--- config.mk ---
export PLATFORM = sky130hd
export DESIGN_NAME = vga_tim_ctrl
export DESIGN_NICKNAME = d
export VERILOG_FILES = /design/src/rtl/vga_tim_ctrl.sv
export SDC_FILE = /design/constraint.sdc
export NUM_CORES = 1
export LEC_CHECK = 0
export ABC_CLOCK_PERIOD_IN_PS = 4300
export BUFFER_PORTS_ARGS = -buffer_cell sky130_fd_sc_hd__buf_4
export CAP_MARGIN = 20
export CORE_ASPECT_RATIO = 1.2
export CORE_UTILIZATION = 55
export CTS_BUF_LIST = sky130_fd_sc_hd__clkbuf_4 sky130_fd_sc_hd__clkbuf_8
export DETAILED_ROUTE_END_ITERATION = 16
export PLACE_DENSITY = 0.8
export SYNTH_ARGS = -nofsm -noshare
export SYNTH_HDL_FRONTEND = slang
export SYNTH_SLANG_ARGS = --single-unit
--- constraint.sdc ---
create_clock -name clk -period 4.3 [get_ports clk]
set_input_delay 0.43 -clock clk [delete_from_list [all_inputs] [get_ports clk]]
set_output_delay 0.43 -clock clk [all_outputs]
set_load 0.01 [all_outputs]
--- src/rtl/vga_tim_ctrl.sv ---
// vga_tim_ctrl: video timing sequencer with shadow/active timing sets, frame-end commit.
// Define VGA_TIM_CTRL_VINT_EN to add the vint pulse and the frame_cnt counter.
module vga_tim_ctrl (
    input  logic        clk,
    input  logic        rst,
    input  logic        ctrl_en,
    input  logic        cfg_we,
    input  logic [1:0]  cfg_addr,
    input  logic [31:0] cfg_wdat,
    input  logic        cfg_commit,
    input  logic        h_done,
    input  logic        v_done,
    output logic        tg_rst,
    output logic        h_ena,
    output logic        v_ena,
    output logic [7:0]  h_tsync,
    output logic [7:0]  h_tgdel,
    output logic [15:0] h_tgate,
    output logic [15:0] h_tlen,
    output logic [7:0]  v_tsync,
    output logic [7:0]  v_tgdel,
    output logic [15:0] v_tgate,
    output logic [15:0] v_tlen,
    output logic        busy,
    output logic        pending,
    output logic        cfg_err
`ifdef VGA_TIM_CTRL_VINT_EN
    ,
    output logic        vint,
    output logic [15:0] frame_cnt
`endif
);
    typedef enum logic [1:0] {IDLE, LOAD, RUN, STOP} state_t;
    state_t state, state_nxt;
    logic [31:0] sh_h, sh_v;
    logic [15:0] sh_hlen, sh_vlen;
    logic act, fe, len_ok, apply;
    logic tg_rst_d, h_ena_d, v_ena_d, busy_d;

    assign act    = state == RUN || state == STOP;
    assign fe     = act & v_ena & v_done;
    assign len_ok = sh_hlen != 16'd0 && sh_vlen != 16'd0;
    assign apply  = state == LOAD || (fe && pending);

    always_comb begin
        state_nxt = state;
        case (state)
            IDLE:    if (ctrl_en && len_ok) state_nxt = LOAD;
            LOAD:    state_nxt = RUN;
            RUN:     if (!ctrl_en) state_nxt = STOP;
            STOP:    if (fe) state_nxt = IDLE; else if (ctrl_en) state_nxt = RUN;
            default: state_nxt = IDLE;
        endcase
    end

    always_comb begin
        tg_rst_d = !act;
        h_ena_d  = act;
        v_ena_d  = act & h_done;
        busy_d   = act;
    end

    always_ff @(posedge clk) begin
        if (rst) begin
            state   <= IDLE;
            tg_rst  <= 1'b1;
            h_ena   <= 1'b0;
            v_ena   <= 1'b0;
            busy    <= 1'b0;
            pending <= 1'b0;
            cfg_err <= 1'b0;
            sh_h    <= '0;
            sh_v    <= '0;
            sh_hlen <= '0;
            sh_vlen <= '0;
            {h_tsync, h_tgdel, h_tgate, h_tlen} <= '0;
            {v_tsync, v_tgdel, v_tgate, v_tlen} <= '0;
        end else begin
            state   <= state_nxt;
            tg_rst  <= tg_rst_d;
            h_ena   <= h_ena_d;
            v_ena   <= v_ena_d;
            busy    <= busy_d;
            if (cfg_we && cfg_addr == 2'd0) sh_h <= cfg_wdat;
            if (cfg_we && cfg_addr == 2'd1) sh_hlen <= cfg_wdat[15:0];
            if (cfg_we && cfg_addr == 2'd2) sh_v <= cfg_wdat;
            if (cfg_we && cfg_addr == 2'd3) sh_vlen <= cfg_wdat[15:0];
            if (apply) begin
                {h_tsync, h_tgdel, h_tgate} <= sh_h;
                {v_tsync, v_tgdel, v_tgate} <= sh_v;
                h_tlen <= sh_hlen;
                v_tlen <= sh_vlen;
            end
            // a commit landing on the applying frame end stays pending for the next one
            pending <= state == LOAD ? 1'b0 : (fe && pending) ? cfg_commit : pending | cfg_commit;
            cfg_err <= (state == IDLE && ctrl_en && !len_ok) | (cfg_err & !cfg_we);
        end
    end

`ifdef VGA_TIM_CTRL_VINT_EN
    always_ff @(posedge clk) begin
        if (rst) begin
            vint      <= 1'b0;
            frame_cnt <= '0;
        end else begin
            vint      <= fe;
            frame_cnt <= state == LOAD ? 16'd0 : frame_cnt + {15'd0, fe};
        end
    end
`endif
endmodule
==> flow_summary.json <==
{
  "hold_path_class": "input port to flop",
  "global_route.usage.total_pct": 25.0,
  "worstSkewPairLatency_ns": 0.46,
  "postCtsHoldBufs": 0,
  "grt_antenna_before_repair": 0,
  "setup_violations": 0,
  "powerDensity_mw_per_mm2": 399,
  "hold_viol": 0,
  "aggregate_global_routing_overflow": 0,
  "startpoint_to_endpoint_class_of_the_critical_path": "flop to flop",
  "gpl.final_weighted_congestion": 0.797,
  "setup_tns_ns": 0,
  "first_global_vias": 5195,
  "routed_length_on_met1_um": 7550,
  "post_cts.resized_instances": 0,
  "die-area_mm2": 0.0131,
  "cts_max_path_buffers": 2,
  "cellLeakagePower_nw": 3.10,
  "max-slew-margin-rel_pct": 27.9,
  "rsz0062_at_grt": "no",
  "synth.yosys.seq_area_share_pct": 57.5,
  "cts_tree": "built",
  "htreeDepth": 4,
  "most-common-layout-cells": "sky130_fd_sc_hd__nand2_1 (386), sky130_fd_sc_hd__dfxtp_1 (199), sky130_fd_sc_hd__a21oi_1 (194)",
  "via_density": 5.24,
  "fp.dieH_um": 125,
  "highest-signal-layer": "met4",
  "hpwlAfterDp_um": 10000,
  "clk_root_buffer_cell": "sky130_fd_sc_hd__clkbuf_8",
  "dpl-instance-area_mm2": 0.00795,
  "synth_top_area_cell": "sky130_fd_sc_hd__dfxtp_1",
  "synth_fp_nets": 921,
  "cp_data_arrival_time_ns": 2.56,
  "maxCapViolations": 0,
  "route.met3.wl_um": 979,
  "cts_post_setup_buffers_inserted": 0,
  "drt_drc_violations_left": 0,
  "slew_at_the_pin_closest_to_its_max_slew_limit_ns": 1.08,
  "grt_pass1_wl_um": 26100,
  "final_design_area_no_fill_mm2": 0.00833,
  "crit_chain": "nand3_1, o22ai_4, buf_4, nand2_1, a21oi_1",
  "drive_gt1_share_pct": 18.6,
  "final_min_period_over_clock_period_pct": 50.3,
  "finish.net_count": 1020,
  "ys_ff_latch": 199,
  "wirelength_um": 16300,
  "die_w_um": 104,
  "ir_worst_vdd_mv": 0.274,
  "antennaDiodeCount": 0,
  "finalCriticalPeriod_ns": 2.16,
  "netlist_area_mm2": 0.00693,
  "critPathSlowestCell": "sky130_fd_sc_hd__buf_4",
  "report.final.slew_viol_count": 0,
  "met2RoutedLength_um": 7580,
  "cts.reportedPaths.clkPinSlew_ns": 0.10,
  "routed_wire_length_per_instance_um": 14.1,
  "detail-route-antenna-nets": 0,
  "tritoncts_num_sinks": 199,
  "cp_max_fo": 96,
  "fmax_mhz": 462,
  "drtPass1Iterations": 5,
  "starting_density_of_the_core_pct": 57.0,
  "syn_to_final_growth_pct": 20.2,
  "detailroute.via_count": 6037,
  "detailedRoute.firstIterationViolations": 450,
  "layout_commonest_cell": "sky130_fd_sc_hd__nand2_1",
  "post_synth.cell_area_avg_um2": 7.88,
  "post_synth_main_area_contributors": "sky130_fd_sc_hd__dfxtp_1 (57%), sky130_fd_sc_hd__nand2_1 (21%), sky130_fd_sc_hd__a21oi_1 (14%)",
  "clock_buffer_count_from_cts": 17,
  "row_count": 44,
  "filler_cell_count": 1055,
  "ys.warnings.count": 0,
  "finalClockSkew_ns": 0.00939,
  "critical_path_required_ns": 4.69,
  "cp_slowest_stage_delay_ns": 0.77,
  "ioPinCount": 143,
  "synth.lib_cells_used.distinct": 25,
  "worstSetupEndpointType": "flop",
  "worstSetupStartpointType": "flop",
  "netlist.area_leader.share_pct": 57.5,
  "post_synth_inst_count": 880,
  "maximum_number_of_pins_on_one_net_before_global_route_repair": 152,
  "buffer_ports.inserted": 142,
  "floorplan.core_area_mm2": 0.0122,
  "run_status": "complete, no violations"
}
==> Yosys cell counts, drive strengths merged <==
library cell,count
and3b,1
and2,1
nand3,2
and3,1
nor4,8
o32ai,1
nor2b,1
nor3b,2
o22ai,1
clkbuf,37
nand2,386
nor3,2
dfxtp,199
inv,3
nand3b,2
a21oi,194
or2,2
or3b,1
buf,29
o22a,1
nand4,2
nor2,4
==> logic make-up after synthesis <==
kind of cell | count (synthesis) | share of synthesized area, %
simple gates | 415 | 23.5
compound gates | 197 | 14.4
buf+inv | 69 | 4.57
flops | 199 | 57.5
==> final timing paths <==
check                                   to  slack [ns]  cells past startpoint  startpoint
worst max-delay path            v_tgate[2]        2.14                      5    state[1]
worst min-delay path              state[0]        0.17                      2     ctrl_en
worst max register to register  v_tgate[2]        2.14                      5    state[1]
worst min register to register  v_tgdel[6]        0.46                      2  v_tgdel[6]
==> where the power goes <==
| group | internal (W) | switching (W) |
|---|---|---|
| sequential | 0.00189 | 0.0000273 |
| combinational | 0.0000823 | 0.000181 |
| clock | 0.000480 | 0.000673 |
==> stage by stage <==
step | utilization, % | total power [W] | hold WS, ns | cells | worst slack, ns
3_3_place_gp | 65.4 | 0.00221 | 0.438 | 1121 | 2.25
3_5_place_dp | 65.4 | 0.00222 | 0.444 | 1121 | 2.22
6_report | 68.5 | 0.00333 | 0.167 | 1153 | 2.14
2_1_floorplan | - | 0.00212 | 0.437 | 880 | 2.75
5_1_grt | 68.5 | 0.00346 | 0.135 | 1153 | 1.95
4_1_cts | 68.5 | 0.00335 | 0.147 | 1153 | 2.19
==> registers in the layout (all words and copies together), names as in the netlist <==
signal and count:
busy 1, cfg_err 1, h_tgate 16, h_tgdel 8, h_tlen 16, h_tsync 8, pending 1, sh_h 32
sh_hlen 16, sh_v 32, sh_vlen 16, state 2, tg_rst 1, v_ena 1, v_tgate 16, v_tgdel 8
v_tlen 16, v_tsync 8
==> critical path, delay by kind of cell, from the launching register on <==
kind | cells | cell delay (ns)
simple gates | 2 | 0.42
flops | 1 | 0.49
buf+inv | 1 | 0.77
compound gates | 2 | 0.34
==> final cells by class <==
| class | count | area [um^2] | area share [%] |
|---|---|---|---|
| Multi-Input combinational cell | 612 | 2660 | 31.9 |
| Clock buffer | 18 | 241 | 2.90 |
| Timing Repair Buffer | 146 | 1100 | 13.2 |
| Tap cell | 161 | 201 | 2.42 |
| Clock inverter | 14 | 140 | 1.68 |
| Inverter | 3 | 11.3 | 0.135 |
| Sequential cell | 199 | 3980 | 47.8 |
==> per-layer routing <==
metal	global-route usage, %	up-vias
li1	-	3035
met1	35.5	2786
met2	38.3	199
met3	5.74	17
met4	6.47	0
met5	0	-
Power figures use the tool's default switching activity.
